[config.mk]
export PLATFORM = sky130hd
export DESIGN_NAME = spike_event_encoder
export DESIGN_NICKNAME = d
export VERILOG_FILES = /design/src/rtl/neuron_pkg.sv /design/src/rtl/event_fifo.sv /design/src/rtl/spike_event_encoder.sv
export SDC_FILE = /design/constraint.sdc
export NUM_CORES = 1
export LEC_CHECK = 0
export CAP_MARGIN = 5
export CORE_MARGIN = 2
export CORE_UTILIZATION = 50
export CTS_CLUSTER_DIAMETER = 40
export DETAILED_ROUTE_END_ITERATION = 12
export PLACE_DENSITY = 0.74
export SYNTH_ARGS = -nofsm -noshare
export SYNTH_HDL_FRONTEND = slang
export SYNTH_SLANG_ARGS = --single-unit
export TNS_END_PERCENT = 100
[constraint.sdc]
create_clock -name clk -period 5.75 [get_ports clk]
set_clock_uncertainty 0.1 [all_clocks]
set_input_delay 0.8625 -clock clk [delete_from_list [all_inputs] [get_ports clk]]
set_output_delay 0.8625 -clock clk [all_outputs]
set_load 0.1 [all_outputs]
[src/rtl/neuron_pkg.sv]
// Shared constants and types for the neuron core and its spike event encoder.
package neuron_pkg;

    localparam int W    = 21;
    localparam int TS_W = 16;
    localparam logic signed [W-1:0] V_TH = 21'sh18C00;

    typedef logic [1:0] state_t;
    localparam state_t ST_IDLE    = 2'd0;
    localparam state_t ST_INIT    = 2'd1;
    localparam state_t ST_RUN     = 2'd2;
    localparam state_t ST_REFRACT = 2'd3;

    typedef struct packed {
        logic        [TS_W-1:0] ts;
        logic signed [W-1:0]    v;
    } spike_event_t;

endpackage

[src/rtl/event_fifo.sv]
// Small synchronous FIFO with valid/ready pop and a head that is read straight from storage flops.
module event_fifo #(
    parameter int DEPTH = 4,
    parameter int DW    = 37
) (
    input  logic          clk,
    input  logic          rst,
    input  logic          push,
    input  logic [DW-1:0] push_data,
    input  logic          pop_ready,
    output logic [DW-1:0] head,
    output logic          full,
    output logic          empty
);

    localparam int AW = (DEPTH > 1) ? $clog2(DEPTH) : 1;

    logic [AW:0]   wr_q, wr_d;
    logic [AW:0]   rd_q, rd_d;
    logic [DW-1:0] mem_q [DEPTH];
    logic [DW-1:0] mem_d [DEPTH];
    logic          pop;
    logic          accept;

    assign empty  = (wr_q == rd_q);
    assign full   = (wr_q[AW] != rd_q[AW]) && (wr_q[AW-1:0] == rd_q[AW-1:0]);
    assign pop    = !empty && pop_ready;
    // A push into a full FIFO only lands if the head leaves in the same cycle.
    assign accept = push && (!full || pop);
    assign head   = mem_q[rd_q[AW-1:0]];

    always_comb begin
        mem_d = mem_q;
        wr_d  = wr_q;
        rd_d  = rd_q;
        if (accept) begin
            mem_d[wr_q[AW-1:0]] = push_data;
            wr_d = wr_q + 1'b1;
        end
        if (pop) begin
            rd_d = rd_q + 1'b1;
        end
    end

    always_ff @(posedge clk or posedge rst) begin
        if (rst) begin
            wr_q <= '0;
            rd_q <= '0;
            for (int i = 0; i < DEPTH; i++) begin
                mem_q[i] <= '0;
            end
        end else begin
            wr_q <= wr_d;
            rd_q <= rd_d;
            for (int i = 0; i < DEPTH; i++) begin
                mem_q[i] <= mem_d[i];
            end
        end
    end

endmodule

[src/rtl/spike_event_encoder.sv]
// Samples the neuron core's membrane potential once per step, detects threshold crossings,
// re-initialises the core after each spike and queues timestamped spike events.
module spike_event_encoder #(
    parameter int                       W             = neuron_pkg::W,
    parameter int                       STEP_CYCLES   = 7,
    parameter int                       SAMPLE_PHASE  = 1,
    parameter logic signed [W-1:0]      V_TH          = neuron_pkg::V_TH,
    parameter int                       REFRACT_STEPS = 2,
    parameter int                       TS_W          = neuron_pkg::TS_W,
    parameter int                       DEPTH         = 4
) (
    input  logic                   clk,
    input  logic                   rst,
    input  logic                   enable,
    input  logic signed [W-1:0]    v_final,
    output logic                   neuron_set,
    output logic                   spike,
    output logic                   ev_valid,
    input  logic                   ev_ready,
    output logic        [TS_W-1:0] ev_ts,
    output logic signed [W-1:0]    ev_v,
    output logic        [15:0]     spike_cnt,
    output logic                   ovf,
    input  logic                   clr_ovf
);

    import neuron_pkg::*;

    localparam int PH_W = (STEP_CYCLES > 1) ? $clog2(STEP_CYCLES) : 1;
    localparam int RF_W = (REFRACT_STEPS > 0) ? $clog2(REFRACT_STEPS + 1) : 1;
    localparam logic [PH_W-1:0] PH_LAST   = PH_W'(STEP_CYCLES - 1);
    localparam logic [PH_W-1:0] PH_SAMPLE = PH_W'(SAMPLE_PHASE);
    localparam logic [RF_W-1:0] RF_LOAD   = RF_W'(REFRACT_STEPS);

    state_t          state_q, state_d;
    logic [PH_W-1:0] phase_q, phase_d;
    logic [TS_W-1:0] step_q, step_d;
    logic [RF_W-1:0] refr_q, refr_d;
    logic [15:0]     cnt_q, cnt_d;
    logic            spike_q, spike_d;
    logic            ovf_q, ovf_d;

    logic            wrap;
    logic            hit;
    logic            drop;
    logic            fifo_full;
    logic            fifo_empty;
    spike_event_t    push_ev;
    spike_event_t    head_ev;

    assign wrap = (phase_q == PH_LAST);

    // Step sequencing: one compare per step, and a hit abandons the rest of the step.
    always_comb begin
        state_d = state_q;
        phase_d = phase_q;
        step_d  = step_q;
        refr_d  = refr_q;
        hit     = 1'b0;
        if (!enable) begin
            state_d = ST_IDLE;
            phase_d = '0;
            refr_d  = '0;
        end else begin
            case (state_q)
                ST_IDLE: begin
                    state_d = ST_INIT;
                end
                ST_INIT: begin
                    phase_d = '0;
                    state_d = (refr_q != '0) ? ST_REFRACT : ST_RUN;
                end
                ST_RUN: begin
                    phase_d = wrap ? '0 : phase_q + 1'b1;
                    if ((phase_q == PH_SAMPLE) && (v_final >= V_TH)) begin
                        hit     = 1'b1;
                        state_d = ST_INIT;
                        phase_d = '0;
                        refr_d  = RF_LOAD;
                        step_d  = step_q + 1'b1;
                    end else if (wrap) begin
                        step_d = step_q + 1'b1;
                    end
                end
                default: begin
                    phase_d = wrap ? '0 : phase_q + 1'b1;
                    if (wrap) begin
                        step_d = step_q + 1'b1;
                        refr_d = (refr_q != '0) ? refr_q - 1'b1 : '0;
                        if (refr_q <= RF_W'(1)) begin
                            state_d = ST_RUN;
                        end
                    end
                end
            endcase
        end
    end

    assign drop = hit && fifo_full && !(ev_valid && ev_ready);

    always_comb begin
        spike_d = hit;
        cnt_d   = (hit && (cnt_q != 16'hFFFF)) ? cnt_q + 16'd1 : cnt_q;
        ovf_d   = drop ? 1'b1 : (clr_ovf ? 1'b0 : ovf_q);
    end

    always_ff @(posedge clk or posedge rst) begin
        if (rst) begin
            state_q <= ST_IDLE;
            phase_q <= '0;
            step_q  <= '0;
            refr_q  <= '0;
            cnt_q   <= '0;
            spike_q <= 1'b0;
            ovf_q   <= 1'b0;
        end else begin
            state_q <= state_d;
            phase_q <= phase_d;
            step_q  <= step_d;
            refr_q  <= refr_d;
            cnt_q   <= cnt_d;
            spike_q <= spike_d;
            ovf_q   <= ovf_d;
        end
    end

    assign push_ev.ts = step_q;
    assign push_ev.v  = v_final;

    event_fifo #(
        .DEPTH (DEPTH),
        .DW    ($bits(spike_event_t))
    ) u_fifo (
        .clk       (clk),
        .rst       (rst),
        .push      (hit),
        .push_data (push_ev),
        .pop_ready (ev_ready),
        .head      (head_ev),
        .full      (fifo_full),
        .empty     (fifo_empty)
    );

    assign neuron_set = (state_q == ST_IDLE) || (state_q == ST_INIT);
    assign spike      = spike_q;
    assign ev_valid   = !fifo_empty;
    assign ev_ts      = head_ev.ts;
    assign ev_v       = head_ev.v;
    assign spike_cnt  = cnt_q;
    assign ovf        = ovf_q;

endmodule
==> flow_metrics.py <==
metrics = {
    "run_status": {
        "status": "finished, final reports clean",
    },
    "cells_and_area": {
        "stdcell_area_um2": 10440,
        "layout-drive-gt1-share": 0.1458,
        "finalNonFillerCells": 904,
        "nets": 703,
        "final_common_cell": "dfrtp_1",
        "num-fill-cells": 1288,
        "areaGrowthSynthToFinish_pct": 18.49,
        "diodes": 0,
        "final_cell_mix": "dfrtp_1 (193), mux2_1 (126), clkdlybuf4s50_1 (82)",
    },
    "clocking": {
        "root_buffer": "clkbuf_16",
        "postCtsSetupRepairBufs": 0,
        "clock-sinks": 195,
        "cts.htree.levels": 4,
        "hold_buffers": 0,
        "clkTransAtPathRegs_ns": 0.07,
        "cts_resized": 0,
        "clkLatencyLatePin_ns": 0.43,
        "tritoncts": "done",
        "cts_buffers": 17,
        "clock_path_buffers": 2,
    },
    "yosys": {
        "yosysTopAreaCell": "dfrtp_1",
        "ys_warn_count": 0,
        "postSynthCellCount": 593,
        "yosys_most_used_dff": "dfrtp_1",
        "synth_area_leaders": "dfrtp_1 (55%), mux2_1 (16%), mux4_2 (9.5%)",
        "synth_edf_count": 0,
        "async_flop_share": 1.000,
        "yosysSeqAreaShare": 0.5538,
        "synth_area_per_cell_um2": 14.86,
        "synth_top_area_share": 0.5538,
        "synth_area_um2": 8811,
        "yosysUniqueCellTypes": 44,
        "synthesis.nets": 630,
        "ys_seq_elements": 195,
    },
    "global_route": {
        "antenna_found_initial": 0,
        "grt_use_total": 0.2084,
        "grt_max_degree": 196,
        "grt_pass1_wl_mm": 29.63,
        "grt_pass1_vias": 5562,
        "grt_overflow_total": 0,
    },
    "route": {
        "postRouteAntennaNets": 0,
        "vias_per_cell": 5.712,
        "vias": 5164,
        "drt_iter0_drc": 373,
        "wirelength_mm": 18.08,
        "routedWlPerCell_um": 20.00,
        "remaining_drc_errors": 0,
        "first_pass_iters": 4,
    },
    "sta": {
        "slew_viol_final": 0,
        "rsz0062_at_grt": "false",
        "fmax_mhz": 237.1,
        "fin_tns_setup_ns": 0,
        "tightest_slew_ns": 1.126,
        "setup_ws_ns": 1.532,
        "finalSetupViolCount": 0,
        "fin_crit_ns": 4.218,
        "relSlewSlack": 0.2492,
        "finalHoldViolCount": 0,
        "period_share": 0.7335,
    },
    "power_and_ir_drop": {
        "powerDensity_nw_per_um2": 355.3,
        "clkPwrFrac": 0.343,
        "switching_share": 0.3100,
        "pwr-share-seq": 0.445,
        "p_switching_mw": 1.150,
        "p_int_mw": 2.560,
        "power_mw": 3.710,
        "power_leakage_nw": 5.120,
        "comb_power_share": 0.212,
        "vdd_drop_max_uv": 315.5,
    },
    "placed_design": {
        "place_area_um2": 9802,
        "place.gp.congestion": 0.8206,
        "dpl.hpwl_mm": 11.10,
        "io_buffers": 82,
        "post-place-cells": 872,
        "preCtsSetupSlack_ns": 1.466,
    },
    "critical_path": {
        "crit_family": "buffers and inverters",
        "arrival_ns": 3.26,
        "r2r_cells": 6,
        "path_cells": "buf_4 -> mux4_2 -> clkdlybuf4s50_1",
        "crit_fanout": 21,
        "slowest_stage": "clkdlybuf4s50_1",
        "end_kind": "output pin",
        "path_depth": 3,
        "slowest_delay_ns": 1.00,
        "critPathLaunchType": "flip-flop",
        "required_ns": 4.79,
        "path_buf_inv": 2,
        "criticalPathCategory": "reg -> out",
        "r2r_slack_ns": 2.30,
    },
    "floorplanning": {
        "die_area_um2": 18700,
        "fp-row-count": 48,
        "start_util": 0.5112,
        "io_pins": 83,
        "die_h_um": 136.7,
        "core_um2": 17240,
        "die_w_um": 136.7,
    },
    "flow_run": {
        "cap_violations": 0,
    },
    "worst_hold_path": {
        "min_path_type": "reg -> reg",
        "worstHoldPathCells": 1,
    },
}
## synth_stat cells, types with 2 or more instances
cell type  count
nor2_1         8
nand2_4        3
nor2b_1        2
mux2_4        10
buf_6          4
o21ai_0        6
mux2_1       126
ha_1          11
nor3_1        10
and3_1         9
nand4_1       18
nand3_1       12
mux2_2        10
a21boi_0       3
mux4_2        37
nand3b_1       2
inv_1         10
o211ai_1       2
dfrtp_1      195
or4_1          2
nor4_1         3
a31oi_1        3
xor2_1        14
xnor2_1       22
nand2_1       20
and2_1         6
nor3b_1        2
clkbuf_1      11
and4_1         2
buf_1          7
buf_2         10
## through the flow
| step | hold WS (ns) | util |
|---|---|---|
| floorplan | 0.3477 | - |
| global placement | 0.3651 | 0.5687 |
| detailed placement | 0.3703 | 0.5687 |
| CTS | 0.3856 | 0.6057 |
| global route | 0.4016 | 0.6057 |
| finish | 0.3849 | 0.6057 |
## path summary, 6_finish.rpt
check,from,endpoint
worst max-delay path,u_fifo.rd_q[0]$_DFFE_PP0P_,ev_v[17]
worst min-delay path,u_fifo.mem_q[57]$_DFFE_PP0P_,u_fifo.mem_q[57]$_DFFE_PP0P_
worst max register to register,u_fifo.rd_q[1]$_DFFE_PP0P_,u_fifo.mem_q[16]$_DFFE_PP0P_
worst min register to register,u_fifo.mem_q[57]$_DFFE_PP0P_,u_fifo.mem_q[57]$_DFFE_PP0P_
max in group asynchronous,rst,u_fifo.mem_q[43]$_DFFE_PP0P_
min in group asynchronous,rst,u_fifo.mem_q[85]$_DFFE_PP0P_
## layout make-up
class | count | area (um2) | area share
Sequential cell | 195 | 4882 | 0.4676
Multi-Input combinational cell | 356 | 3734 | 0.3576
Timing Repair Buffer | 86 | 863.3 | 0.08269
Clock buffer | 23 | 488.0 | 0.04674
Tap cell | 225 | 281.5 | 0.02697
Clock inverter | 9 | 150.1 | 0.01438
Inverter | 10 | 41.29 | 0.003955
## registers in the layout (all words and copies together), names as in the netlist, 2 cells and up
name and cells:
phase_q 3, refr_q 2, spike_cnt 16, state_q 2
step_q 16, u_fifo.mem_q 148, u_fifo.rd_q 3, u_fifo.wr_q 3
## power by group through the flow
stage	clock [mW]	combinational, mW	sequential [mW]
final	1.27	0.788	1.65
after floorplan	0	0.675	1.57
after CTS	1.29	0.801	1.65
after detailed placement	0	0.793	1.68
after global placement	0	0.770	1.67
after global routing	1.35	0.841	1.67
## worst register-to-register path: cells and delay by family (launching register included)
| kind | cells | cell delay, ns |
|---|---|---|
| flip-flops | 1 | 1.11 |
| multiplexers | 1 | 0.40 |
| buffers and inverters | 1 | 0.47 |
| AND/OR/NAND/NOR | 3 | 1.02 |
| XOR/XNOR | 1 | 0.24 |
## routing by layer
| metal | vias up | wire, um | track usage |
|---|---|---|---|
| met4 | 0 | 168 | 0.05613 |
| met2 | 103 | 9335 | 0.3492 |
| li1 | 2321 | - | - |
| met5 | - | 0 | 0 |
| met1 | 2727 | 7965 | 0.2796 |
| met3 | 13 | 608 | 0.04111 |
## logic make-up after synthesis
logic type               after synthesis  share of synthesized area
flip-flops                           195                     0.5538
multiplexers                         184                     0.2866
AND/OR/NAND/NOR                      102                    0.06561
buffers and inverters                 42                    0.02272
XOR/XNOR                              36                    0.03579
AO/OA/AOI/OAI                         23                    0.01988
adder cells (fa/ha/maj)               11                    0.01562
Note: power is estimated with default switching activity, not from simulation.
